--- src/rtl/lcd_display_driver.sv ---
// HD44780-style LCD driver: power-up init, byte strobe timing, and signed
// 16-bit value to "sign + 5 digits" conversion written at line 1, column 0.
module lcd_display_driver #(
    parameter int POWERUP_CYCLES    = 750000,
    parameter int E_PULSE_CYCLES    = 12,
    parameter int CMD_WAIT_CYCLES   = 2000,
    parameter int CLEAR_WAIT_CYCLES = 82000
) (
    input  logic        clk,
    input  logic        reset,
    input  logic        req_valid,
    output logic        req_ready,
    input  logic        req_clear,
    input  logic [15:0] req_value,
    output logic        init_done,
    output logic [7:0]  lcd_data,
    output logic        lcd_rs,
    output logic        lcd_rw,
    output logic        lcd_e
);

    function automatic int max_of(input int a, input int b);
        return (a > b) ? a : b;
    endfunction

    localparam int CNT_MAX = max_of(max_of(POWERUP_CYCLES, CLEAR_WAIT_CYCLES),
                                    max_of(max_of(CMD_WAIT_CYCLES, E_PULSE_CYCLES), 16));
    localparam int CW      = $clog2(CNT_MAX + 1);

    typedef enum logic [2:0] {
        PWR_WAIT,
        INIT_BYTE,
        IDLE,
        CONV,
        SEND_BYTE
    } state_t;

    typedef enum logic [1:0] {
        PH_SETUP,
        PH_PULSE,
        PH_HOLD
    } phase_t;

    state_t         state;
    phase_t         phase;
    logic [CW-1:0]  cnt;
    logic [2:0]     byte_idx;
    logic           txn_clear;
    logic           neg;
    logic [15:0]    bin;
    logic [19:0]    bcd;

    logic [19:0]    bcd_adj;
    logic [19:0]    bcd_next;
    logic [15:0]    bin_next;
    logic [15:0]    magnitude;
    logic [3:0]     lead;
    logic [2:0]     nxt_idx;
    logic [7:0]     nxt_data;
    logic           nxt_rs;
    logic [3:0]     digit;
    logic           blank;
    logic [CW-1:0]  hold_last;
    logic           last_byte;

    assign lcd_rw = 1'b0;

    // Unsigned 16 bits is enough: negating -32768 gives 0x8000 = 32768.
    assign magnitude = req_value[15] ? (~req_value + 16'd1) : req_value;

    // One double-dabble step: add 3 to every digit >= 5, then shift in the next bit.
    // NOTE: every variable assigned in a combinational block gets a default
    // first, so no path leaves it unassigned and no latch is inferred.
    always_comb begin
        bcd_adj = bcd;
        for (int d = 0; d < 5; d++) begin
            if (bcd[4*d +: 4] >= 4'd5) begin
                bcd_adj[4*d +: 4] = bcd[4*d +: 4] + 4'd3;
            end
        end
        bcd_next = {bcd_adj[18:0], bin[15]};
        bin_next = {bin[14:0], 1'b0};
    end

    // lead[j]: digits 0..j (most significant first) are all zero.
    always_comb begin
        lead[0] = (bcd[19:16] == 4'd0);
        lead[1] = lead[0] && (bcd[15:12] == 4'd0);
        lead[2] = lead[1] && (bcd[11:8] == 4'd0);
        lead[3] = lead[2] && (bcd[7:4] == 4'd0);
    end

    always_comb begin
        nxt_idx  = byte_idx + 3'd1;
        nxt_data = 8'h00;
        nxt_rs   = 1'b0;
        digit    = 4'd0;
        blank    = 1'b0;
        case (nxt_idx)
            3'd2:    begin digit = bcd[19:16]; blank = lead[0]; end
            3'd3:    begin digit = bcd[15:12]; blank = lead[1]; end
            3'd4:    begin digit = bcd[11:8];  blank = lead[2]; end
            3'd5:    begin digit = bcd[7:4];   blank = lead[3]; end
            3'd6:    begin digit = bcd[3:0];   blank = 1'b0;    end
            default: begin digit = 4'd0;       blank = 1'b0;    end
        endcase
        if (state == INIT_BYTE) begin
            case (nxt_idx)
                3'd1:    nxt_data = 8'h0C;
                3'd2:    nxt_data = 8'h06;
                default: nxt_data = 8'h01;
            endcase
        end else begin
            nxt_rs = 1'b1;
            if (nxt_idx == 3'd1) begin
                nxt_data = neg ? 8'h2D : 8'h20;
            end else begin
                nxt_data = blank ? 8'h20 : {4'h3, digit};
            end
        end
    end

    assign hold_last = (lcd_data == 8'h01) ? CW'(CLEAR_WAIT_CYCLES - 1)
                                           : CW'(CMD_WAIT_CYCLES - 1);
    assign last_byte = (state == INIT_BYTE) ? (byte_idx == 3'd3)
                                            : (txn_clear || byte_idx == 3'd6);

    // NOTE: sequential state uses non-blocking assignments only, so every
    // register samples pre-edge values regardless of statement order.
    always_ff @(posedge clk or posedge reset) begin
        if (reset) begin
            state     <= PWR_WAIT;
            phase     <= PH_SETUP;
            cnt       <= '0;
            byte_idx  <= 3'd0;
            txn_clear <= 1'b0;
            neg       <= 1'b0;
            bin       <= 16'd0;
            bcd       <= 20'd0;
            req_ready <= 1'b0;
            init_done <= 1'b0;
            lcd_data  <= 8'h00;
            lcd_rs    <= 1'b0;
            lcd_e     <= 1'b0;
        end else begin
            case (state)
                PWR_WAIT: begin
                    if (cnt == CW'(POWERUP_CYCLES)) begin
                        state    <= INIT_BYTE;
                        phase    <= PH_SETUP;
                        cnt      <= '0;
                        byte_idx <= 3'd0;
                        lcd_data <= 8'h38;
                        lcd_rs   <= 1'b0;
                    end else begin
                        cnt <= cnt + 1'b1;
                    end
                end

                IDLE: begin
                    if (req_valid && req_ready) begin
                        req_ready <= 1'b0;
                        txn_clear <= req_clear;
                        cnt       <= '0;
                        byte_idx  <= 3'd0;
                        if (req_clear) begin
                            state    <= SEND_BYTE;
                            phase    <= PH_SETUP;
                            lcd_data <= 8'h01;
                            lcd_rs   <= 1'b0;
                        end else begin
                            state <= CONV;
                            neg   <= req_value[15];
                            bin   <= magnitude;
                            bcd   <= 20'd0;
                        end
                    end
                end

                CONV: begin
                    bcd <= bcd_next;
                    bin <= bin_next;
                    if (cnt == CW'(15)) begin
                        state    <= SEND_BYTE;
                        phase    <= PH_SETUP;
                        cnt      <= '0;
                        lcd_data <= 8'h80;
                        lcd_rs   <= 1'b0;
                    end else begin
                        cnt <= cnt + 1'b1;
                    end
                end

                INIT_BYTE, SEND_BYTE: begin
                    case (phase)
                        PH_SETUP: begin
                            phase <= PH_PULSE;
                            lcd_e <= 1'b1;
                            cnt   <= '0;
                        end
                        PH_PULSE: begin
                            if (cnt == CW'(E_PULSE_CYCLES - 1)) begin
                                phase <= PH_HOLD;
                                lcd_e <= 1'b0;
                                cnt   <= '0;
                            end else begin
                                cnt <= cnt + 1'b1;
                            end
                        end
                        default: begin
                            if (cnt == hold_last) begin
                                cnt <= '0;
                                if (last_byte) begin
                                    state     <= IDLE;
                                    req_ready <= 1'b1;
                                    if (state == INIT_BYTE) begin
                                        init_done <= 1'b1;
                                    end
                                end else begin
                                    phase    <= PH_SETUP;
                                    byte_idx <= nxt_idx;
                                    lcd_data <= nxt_data;
                                    lcd_rs   <= nxt_rs;
                                end
                            end else begin
                                cnt <= cnt + 1'b1;
                            end
                        end
                    endcase
                end

                default: state <= PWR_WAIT;
            endcase
        end
    end

endmodule
--- config.mk ---
export PLATFORM = sky130hd
export DESIGN_NAME = lcd_display_driver
export DESIGN_NICKNAME = d
export VERILOG_FILES = /design/src/rtl/lcd_display_driver.sv
export SDC_FILE = /design/constraint.sdc
export NUM_CORES = 1
export LEC_CHECK = 0
export ABC_AREA = 1
export CAP_MARGIN = 20
export CORE_MARGIN = 2
export CORE_UTILIZATION = 60
export DETAILED_ROUTE_END_ITERATION = 10
export PLACE_DENSITY = 0.8
export SETUP_SLACK_MARGIN = 0.5
export SYNTH_ARGS = -nofsm -noshare
export SYNTH_HDL_FRONTEND = slang
export SYNTH_SLANG_ARGS = --single-unit
--- constraint.sdc ---
create_clock -name clk -period 3.1 [get_ports clk]
set_input_delay 0.465 -clock clk [delete_from_list [all_inputs] [get_ports clk]]
set_output_delay 0.465 -clock clk [all_outputs]
set_load 0.005 [all_outputs]
==> summary.txt, run 1 <==
Status
  • Status: finished, final reports clean

Floorplan
  • Die Area: 9630 sq um
  • Core box area: 8640 sq um
  • Initial Util: 0.616
  • I/O pin count: 33
  • Chip Width: 98.1 um
  • Die Y: 98.1 um
  • Cell row count: 34

STA
  • Final hold vios: 0
  • Slew Limit Fails: 0
  • Fin crit share: 0.756
  • Count of final setup violators: 0
  • Unrepaired setup endpoints after global routing: false
  • Clk_skew: 0.0155 ns
  • Final Critical Period: 2.34 ns
  • Fmax: 0.427 GHz
  • Least-Margin Pin Slew: 0.679 ns
  • Worst rel slew slack: 0.547
  • Final TNS setup: 0 ns

Routing
  • DRC: 0
  • Met2 wire length: 6120 um
  • Iter 0 DRT Violations: 294
  • Via density per instance: 5.60
  • Drt wl/cell: 14.2 um
  • DRT Pass-1 Iters: 5
  • Wl on met1: 5660 um
  • Post-Route WL: 12600 um
  • Met3 WL: 567 um
  • Post-route ant nets: 0
  • DR vias: 4997
  • Top sig layer: met4

Yosys
  • Mapped Area: 5320 sq um
  • Yosys top cell area share: 0.362
  • FFs w/ async S/R, synth: 1.00
  • Post-synth cell types: 50
  • Synth cell count leaders: nand2_1, nor2_1, inv_1, dfrtp_1, o21ai_0
  • Warnings from Yosys: 0
  • Flops & latches, synth: 77
  • Syn_area_per_cell: 7.09 sq um
  • Top post-synthesis cells by area: dfrtp_1, nand2_1, nor2_1
  • Count leader, synth: nand2_1
  • Register area share after synthesis: 0.362
  • Post-synth top flop: dfrtp_1
  • Mapped Cells: 750
  • Yosys top cell by area: dfrtp_1
  • Number of synthesized flops with an enable pin: 0

Worst setup path
  • Crit Path Category: reg2reg
  • Slowest-stage cell, CP: dfrtp_1
  • Startpoint Class: flip-flop
  • CP cell instances: ha_1 -> nand3_2 -> nor2_2 -> nand2_1 -> nor2_2 -> nand3_2 -> nand2_2 -> nand2_1 -> nand2_1 -> nand2_2 -> nand3b_1 -> nand2_1
  • Crit-path max FO: 20
  • Delay-heaviest family, CP: simple AND/OR/NAND/NOR gates
  • WP buf/inv: 0
  • CP dominant cell by count: nand2_1
  • CP max stage delay: 0.45 ns
  • WP data required: 3.35 ns
  • CP endpoint kind: flip-flop
  • Arr. time, crit path: 2.60 ns

Global route
  • Initial antenna violation count: 0
  • Largest net degree at the start of global routing: 41
  • Tot GR Track Use: 0.276
  • Vias in the first global route: 4844
  • Overflow after GRT: 0
  • Global-route wire length before repair: 21800 um

Placed design
  • Post-DP HPWL: 9410 um
  • Gpl congestion: 0.968
  • Cells after DPL: 876
  • Port bufs: 30

Final layout
  • Post-layout net count: 822
  • Finished Layout Cells: 892
  • Share of cells above drive strength 1: 0.0855
  • Area growth, synth to finish: 10.4%
  • # diodes: 0

CTS
  • Clock sinks: 77
  • Resize count post-CTS: 0
  • CTS root buffer: clkbuf_8
  • Worst skew pair latency: 0.37 ns
  • Clock transition at the registers of the reported paths: 0.09 ns
  • Total clock buffers created by CTS: 9
  • H-tree depth: 3
  • Post-CTS Hold Buffers: 0
  • CTS max path bufs: 2
  • CTS tree: yes
  • Setup Buffers After CTS: 0

Power and ir drop
  • Power Density: 311 nW/um^2
  • VDD IR max: 0.234 mV
  • P_leak: 2.95 nW

Worst hold path
  • Worst hold path type: in2async

Flow run
  • Max-cap viol count: 0
==> worst register-to-register path, stage by stage (launching register included) <==
cell      delay (ns)
dfrtp_1         0.45
ha_1            0.31
nand3_2         0.16
nor2_2          0.18
nand2_1         0.08
nor2_2          0.09
nand3_2         0.11
nand2_2         0.15
nand2_1         0.07
nand2_1         0.07
nand2_2         0.24
nand3b_1        0.24
nand2_1         0.07
==> stage by stage <==
stage / cell area (sq um) / hold slack [ns] / utilization / power, W / worst slack [ns]
final: 5870 / 0.492 / 0.680 / 0.00183 / 0.755
after global routing: 5870 / 0.509 / 0.680 / 0.00190 / 0.547
after CTS: 5870 / 0.495 / 0.680 / 0.00183 / 0.760
after detailed placement: 5690 / 0.470 / 0.659 / 0.00111 / 0.620
after global placement: 5690 / 0.459 / 0.659 / 0.00111 / 0.634
after floorplan: 5320 / 0.443 / - / 0.00107 / 0.668
==> area by class of cell <==
class	count	area, sq um
multi-input cells	560	2910
fillers	742	2770
flip-flops and latches	77	1930
inverters	96	363
repair buffers	35	350
well taps	108	135
clock buffers	9	124
clock inverters	7	57.6
==> cells by family (layout without fill, tap and decap cells) <==
kind of cell,Yosys count,after routing,share of synthesized area
other cells,1,2,0.000705
fa+ha+maj,23,23,0.0541
flops,77,77,0.362
xor+xnor,18,18,0.0297
compound gates,124,124,0.140
buf+inv,114,147,0.0904
simple gates,393,393,0.323
==> power breakdown <==
group | switching (W) | leakage (nW) | internal [W] | total (W)
Sequential | 0 | 0.905 | 0.00100 | 0.00100
Combinational | 0.0000533 | 1.96 | 0.0000362 | 0.0000895
Clock | 0.000431 | 0.0886 | 0.000303 | 0.000734
==> final timing paths <==
| check | start | to | slack [ns] | cells past startpoint |
|---|---|---|---|---|
| setup reg to reg | cnt[0] | cnt[7] | 0.76 | 12 |
| min in group clk | init_done | init_done | 0.49 | 2 |
| setup / recovery | cnt[0] | cnt[7] | 0.76 | 12 |
| max in group asynchronous | reset | bin[3] | 1.96 | 3 |
| hold reg to reg | init_done | init_done | 0.49 | 2 |
| hold / removal | reset | bcd[15] | 0.49 | 2 |
==> placed cells by master, fill, tap and decap left out, types with 5 or more instances in the layout <==
cell type and count:
nand2_1 206, nor2_1 91, inv_1 86, dfrtp_1 77
o21ai_0 54, nand3_1 40, clkdlybuf4s50_1 30, ha_1 23
o22ai_1 19, a21oi_1 18, xor2_1 16, clkbuf_8 9
inv_2 8, nor2_2 8, nand2_2 8, nand4_1 8
nor3_1 8, o221ai_1 7, a31oi_1 5, o21ai_1 5
nand3b_1 5
==> registers in the layout, indices dropped and copies added (netlist names) <==
register	flops
bcd	20
bin	16
byte_idx	3
cnt	20
init_done	1
lcd_data	7
lcd_e	1
lcd_rs	1
neg	1
phase	2
req_ready	1
state	3
txn_clear	1
==> layer usage <==
metal / global-route usage / vias up
li1: - / 2487
met1: 0.365 / 2354
met2: 0.466 / 134
met3: 0.0480 / 22
met4: 0.0843 / 0
met5: 0 / -
Power figures use the tool's default switching activity.
==> run 2, diff against run 1 <==
--- a/config.mk
+++ b/config.mk
@@ -8,9 +8,9 @@
 export ABC_AREA = 1
 export CAP_MARGIN = 20
 export CORE_MARGIN = 2
-export CORE_UTILIZATION = 60
+export CORE_UTILIZATION = 55
 export DETAILED_ROUTE_END_ITERATION = 10
-export PLACE_DENSITY = 0.8
+export PLACE_DENSITY = 0.78
 export SETUP_SLACK_MARGIN = 0.5
 export SYNTH_ARGS = -nofsm -noshare
 export SYNTH_HDL_FRONTEND = slang
==> constraint.sdc (replaced) <==
create_clock -name clk -period 1.9 [get_ports clk]
set_input_delay 0.285 -clock clk [delete_from_list [all_inputs] [get_ports clk]]
set_output_delay 0.285 -clock clk [all_outputs]
set_load 0.005 [all_outputs]
==> run 2 against run 1 <==
  * The run now ends with setup timing left
  * First-iteration DRC count is 110% higher
  * Final area increased by 33%
  * Fmax up 11%
  * Clock power up 100%
  * Total power up 82%
  * Wire length increased by 57%
  * Sequential share of layout area decreased by 8.0 points
  * Non-clock buffer count grew 92
  * Combinational power increased by 100%
  * Critical path type unchanged
  * Largest cell class unchanged
  * Largest power group unchanged
==> summary.txt, run 2 (same netlist as run 1, synthesis figures left out) <==
STA
  • Hold_ws: 0.234 ns
  • Fmax: 0.473 GHz
  • Final setup margin: -0.215 ns
  • Worst rel slew slack: 0.632
  • Clk_skew: 0.0287 ns
  • Count of final setup violators: 33
  • Final hold vios: 0
  • Slew Limit Fails: 0
  • Fin crit share: 1.11
  • Least-Margin Pin Slew: 0.551 ns
  • Unrepaired setup endpoints after global routing: true
  • Final Critical Period: 2.11 ns

Placed design
  • Port bufs: 30
  • Cells after DPL: 931
  • Post-DP HPWL: 9830 um
  • Gpl congestion: 0.949
  • Placed inst area: 6140 sq um

Final layout
  • FF/Latch Area: 1940 sq um
  • Regs by FF count: bcd (20), cnt (20), bin (16)
  • Final instance area: 7790 sq um
  • Most common cell after layout, fill and taps aside: nand2_1
  • Post-layout net count: 914
  • FILL cells: 452
  • Share of cells above drive strength 1: 0.363
  • Finished Layout Cells: 1005
  • Most frequent cells in the layout: nand2_1, nor2_1, dfrtp_1
  • Area growth, synth to finish: 46.6%
  • # diodes: 0
  • Footprint of the multi-input gates: 3710 sq um

Routing
  • Via density per instance: 6.19
  • DRC: 0
  • Drt wl/cell: 19.7 um
  • DR vias: 6223
  • Iter 0 DRT Violations: 609
  • Post-route ant nets: 0
  • Post-Route WL: 19800 um
  • DRT Pass-1 Iters: 5

Floorplan
  • Chip Width: 102 um
  • Die Y: 102 um
  • Die Area: 10500 sq um
  • I/O pin count: 33
  • Initial Util: 0.570
  • Core box area: 9330 sq um
  • Cell row count: 35

Global route
  • Vias in the first global route: 5445
  • Overflow after GRT: 0
  • Initial antenna violation count: 0
  • Tot GR Track Use: 0.328
  • Global-route wire length before repair: 26600 um
  • Largest net degree at the start of global routing: 46

CTS
  • Clock sinks: 77
  • Post-CTS Hold Buffers: 0
  • CTS max path bufs: 2
  • Total clock buffers created by CTS: 9
  • Clock transition at the registers of the reported paths: 0.09 ns
  • CTS tree: yes
  • CTS root buffer: clkbuf_8
  • Worst skew pair latency: 0.39 ns
  • H-tree depth: 3

Worst setup path
  • Crit path from: cnt[14]
  • Crit Path Category: reg2reg
  • Arr. time, crit path: 2.38 ns
  • Crit-path max FO: 6
  • Startpoint Class: flip-flop
  • CP endpoint kind: flip-flop
  • RR Startpoint: cnt[14]
  • WP data required: 2.16 ns

Status
  • Failing checks: setup timing
  • Status: finished with violations

Power and ir drop
  • VDD IR max: 0.396 mV
  • P_leak: 3.73 nW
  • Power Density: 426 nW/um^2

Worst hold path
  • Min-delay src: req_value[0]
  • Worst hold path type: in2reg

Flow run
  • Max-cap viol count: 0
run 2: cell count changes in the layout (fill, tap and decap cells not counted), sizes merged:
cell / change
bufbuf: +1
clkdlybuf4s15: +2
clkbuf: +6
dlymetal6s2s: +1
dlygate4sd2: +9
inv: -4
bufinv: +2
clkinvlp: -1
buf: +88
clkdlybuf4s50: -12
run 2: per-layer routing:
layer,vias up,track usage,wire [um]
met5,-,0,0
met4,0,0.164,1310
met3,143,0.0472,1780
met2,468,0.543,9510
met1,2933,0.421,7240
li1,2679,-,-
run 2: power breakdown:
part / total [W] / internal (W) / switching, W
logic: 0.000182 / 0.0000687 / 0.000113
registers: 0.00164 / 0.00164 / 0
clock network: 0.00150 / 0.000810 / 0.000695
run 2: area by class of cell:
class | count | area share
Multi-Input combinational cell | 560 | 0.476
Sequential cell | 77 | 0.248
Timing Repair Buffer | 127 | 0.176
Inverter | 96 | 0.0498
Tap cell | 129 | 0.0207
Clock buffer | 12 | 0.0199
Clock inverter | 4 | 0.00899
run 2: path summary, 6_finish.rpt:
path                       slack, ns          end  cells after the start
hold reg to reg                 0.51       bin[3]                      2
max in group asynchronous       1.17      cnt[10]                      3
min in group asynchronous       0.31  byte_idx[2]                      3
hold / removal                  0.23       bin[0]                      3
setup reg to reg               -0.21       cnt[0]                     11
setup / recovery               -0.21       cnt[0]                     11
run 2: timing repair:
action                                 CTS  global route
endpoints found under the hold margin    0             0
setup endpoints to repair               86            78
buffers inserted                        32            17
resized for setup                      129           117
pin swaps                               28            38
gates cloned                             5             4
run 2: critical path, cell delays in order (launching register included):
cell     delay (ns)
dfrtp_1        0.49
inv_1          0.17
nand3_1        0.13
nor2_1         0.16
nand3_1        0.09
nand2_1        0.11
inv_1          0.12
nor2_1         0.27
nand2_4        0.15
buf_12         0.17
nand3_2        0.08
nand2_2        0.07
run 2: stage by stage:
step                      power (W)  setup TNS (ns)  utilization  setup slack, ns
after global routing        0.00341           -9.12        0.836           -0.343
final                       0.00332           -4.93        0.836           -0.215
after detailed placement    0.00183          -0.192        0.658           -0.127
after global placement      0.00183         -0.0463        0.658          -0.0463
after CTS                   0.00327               0        0.768           0.0211
after floorplan             0.00175               0            -            0.209
==> run 3, diff against run 2 <==
--- a/config.mk
+++ b/config.mk
@@ -12,6 +12,7 @@
 export DETAILED_ROUTE_END_ITERATION = 10
 export PLACE_DENSITY = 0.78
 export SETUP_SLACK_MARGIN = 0.5
+export SKIP_LAST_GASP = 1
 export SYNTH_ARGS = -nofsm -noshare
 export SYNTH_HDL_FRONTEND = slang
 export SYNTH_SLANG_ARGS = --single-unit
==> run 3 against run 2 <==
  * The flow still finishes with violations (setup timing)
  * Global-route usage stayed put
  * Hold slack better by 0.080 ns
  * Critical path depth is 1 lower
  * Total power hardly changed
  * Largest cell class unchanged
==> summary.txt, run 3 (same netlist as run 1, synthesis figures left out) <==
Floorplan
  • Initial Util: 0.570
  • I/O pin count: 33
  • Core box area: 9330 sq um
  • Chip Width: 102 um
  • Die Area: 10500 sq um
  • Die Y: 102 um
  • Cell row count: 35

Power and ir drop
  • Switching pwr: 0.000807 W
  • Sequential Power Share: 0.493
  • Power Density: 432 nW/um^2
  • Pint: 0.00252 W
  • P_leak: 3.68 nW
  • Clk pwr share: 0.454
  • VDD IR max: 0.392 mV
  • Comb power frac: 0.053
  • Switching portion of total power: 0.243

Routing
  • DRC: 0
  • Iter 0 DRT Violations: 552
  • Drt wl/cell: 19.3 um
  • DR vias: 6105
  • Via density per instance: 6.07
  • DRT Pass-1 Iters: 5
  • Post-route ant nets: 0
  • Post-Route WL: 19400 um

Worst setup path
  • Arr. time, crit path: 2.46 ns
  • Crit Path Category: reg2reg
  • CP endpoint kind: flip-flop
  • Crit-path max FO: 5
  • WP data required: 2.23 ns
  • Startpoint Class: flip-flop

Global route
  • Initial antenna violation count: 0
  • Overflow after GRT: 0
  • Vias in the first global route: 5445
  • Largest net degree at the start of global routing: 46
  • Global-route wire length before repair: 26600 um
  • Tot GR Track Use: 0.328

STA
  • Fin crit share: 1.12
  • Count of final setup violators: 31
  • Final Critical Period: 2.13 ns
  • Least-Margin Pin Slew: 0.544 ns
  • Unrepaired setup endpoints after global routing: true
  • Final setup margin: -0.227 ns
  • Hold_ws: 0.314 ns
  • Final hold vios: 0
  • Slew Limit Fails: 0
  • Final TNS setup: -3.24 ns
  • Worst rel slew slack: 0.637
  • Clk_skew: 0.0279 ns
  • Fmax: 0.470 GHz

Status
  • Status: finished with violations
  • Failing checks: setup timing

CTS
  • CTS tree: yes
  • CTS root buffer: clkbuf_8
  • Clock sinks: 77
  • Post-CTS Hold Buffers: 0
  • Total clock buffers created by CTS: 9
  • H-tree depth: 3
  • Worst skew pair latency: 0.38 ns
  • Clock transition at the registers of the reported paths: 0.11 ns
  • CTS max path bufs: 2

Final layout
  • # diodes: 0
  • Post-layout net count: 914
  • Most frequent cells in the layout: nand2_1, nor2_1, dfrtp_1
  • Area growth, synth to finish: 44.8%
  • Share of cells above drive strength 1: 0.340
  • Most common cell after layout, fill and taps aside: nand2_1
  • Regs by FF count: bcd (20), cnt (20), bin (16)

Placed design
  • Gpl congestion: 0.949
  • Post-DP HPWL: 9830 um
  • Port bufs: 30

Flow run
  • Max-cap viol count: 0

Worst hold path
  • Worst hold path type: in2async
[run 3: cell types whose count changed in the layout (fill, tap and decap cells not counted), sizes merged]
cell / previous run / this run
clkdlybuf4s15: 2 / 1
dlygate4sd2: 9 / 10
clkdlybuf4s50: 18 / 19
dlymetal6s2s: 1 / 0
[run 3: per-layer routing]
metal / global-route usage / share of wire
met1: 0.421 / 0.36
met2: 0.543 / 0.48
met3: 0.0472 / 0.093
met4: 0.164 / 0.064
met5: 0 / 0
[run 3: timing repair]
item,4_1_cts,5_1_grt
setup buffers,32,17
gates cloned,5,4
endpoints found under the setup margin,86,78
resized for setup,129,87
pin swaps,28,36
[run 3: final timing paths]
kind	start	to	slack (ns)	cells past startpoint
max in group asynchronous	reset	cnt[8]	1.17	3
worst max-delay path	byte_idx[2]	lcd_data[1]	-0.23	10
worst max register to register	byte_idx[2]	lcd_data[1]	-0.23	10
worst min-delay path	reset	byte_idx[2]	0.31	3
min in group clk	bin[15]	bcd[0]	0.52	2
worst min register to register	bin[15]	bcd[0]	0.52	2
[run 3: power by group through the flow]
stage          registers, W  clock network [W]   logic, W
6_report            0.00164            0.00151   0.000178
5_1_grt             0.00164            0.00158   0.000196
4_1_cts             0.00164            0.00147   0.000165
3_5_place_dp        0.00167                  0   0.000159
3_3_place_gp        0.00167                  0   0.000155
2_1_floorplan       0.00167                  0  0.0000785
[run 3: metrics by stage]
step                      area, sq um  std cells  total power [W]  utilization  worst slack (ns)
after CTS                        7160        984          0.00327        0.768            0.0211
after global routing             7700       1005          0.00341        0.825            -0.224
final                            7700       1005          0.00332        0.825            -0.227
after floorplan                  5460        751          0.00175            -             0.209
after global placement           6140        931          0.00183        0.658           -0.0463
after detailed placement         6140        931          0.00183        0.658            -0.127
[run 3: area by class of cell]
class	instances	area, sq um
clock inverters	4	70.1
repair buffers	127	1360
well taps	129	161
inverters	96	388
fillers	486	1630
flip-flops and latches	77	1940
clock buffers	12	155
multi-input cells	560	3630
[run 3: critical path: stages (launching register included)]
cell and delay (ns):
dfrtp_1 0.46, inv_1 0.16, ha_4 0.35, nand2_2 0.13, o22ai_1 0.31, nor2_1 0.10
o21ai_1 0.11, nand4_1 0.12, o21ai_0 0.13, nand2_1 0.11, nand2_1 0.09
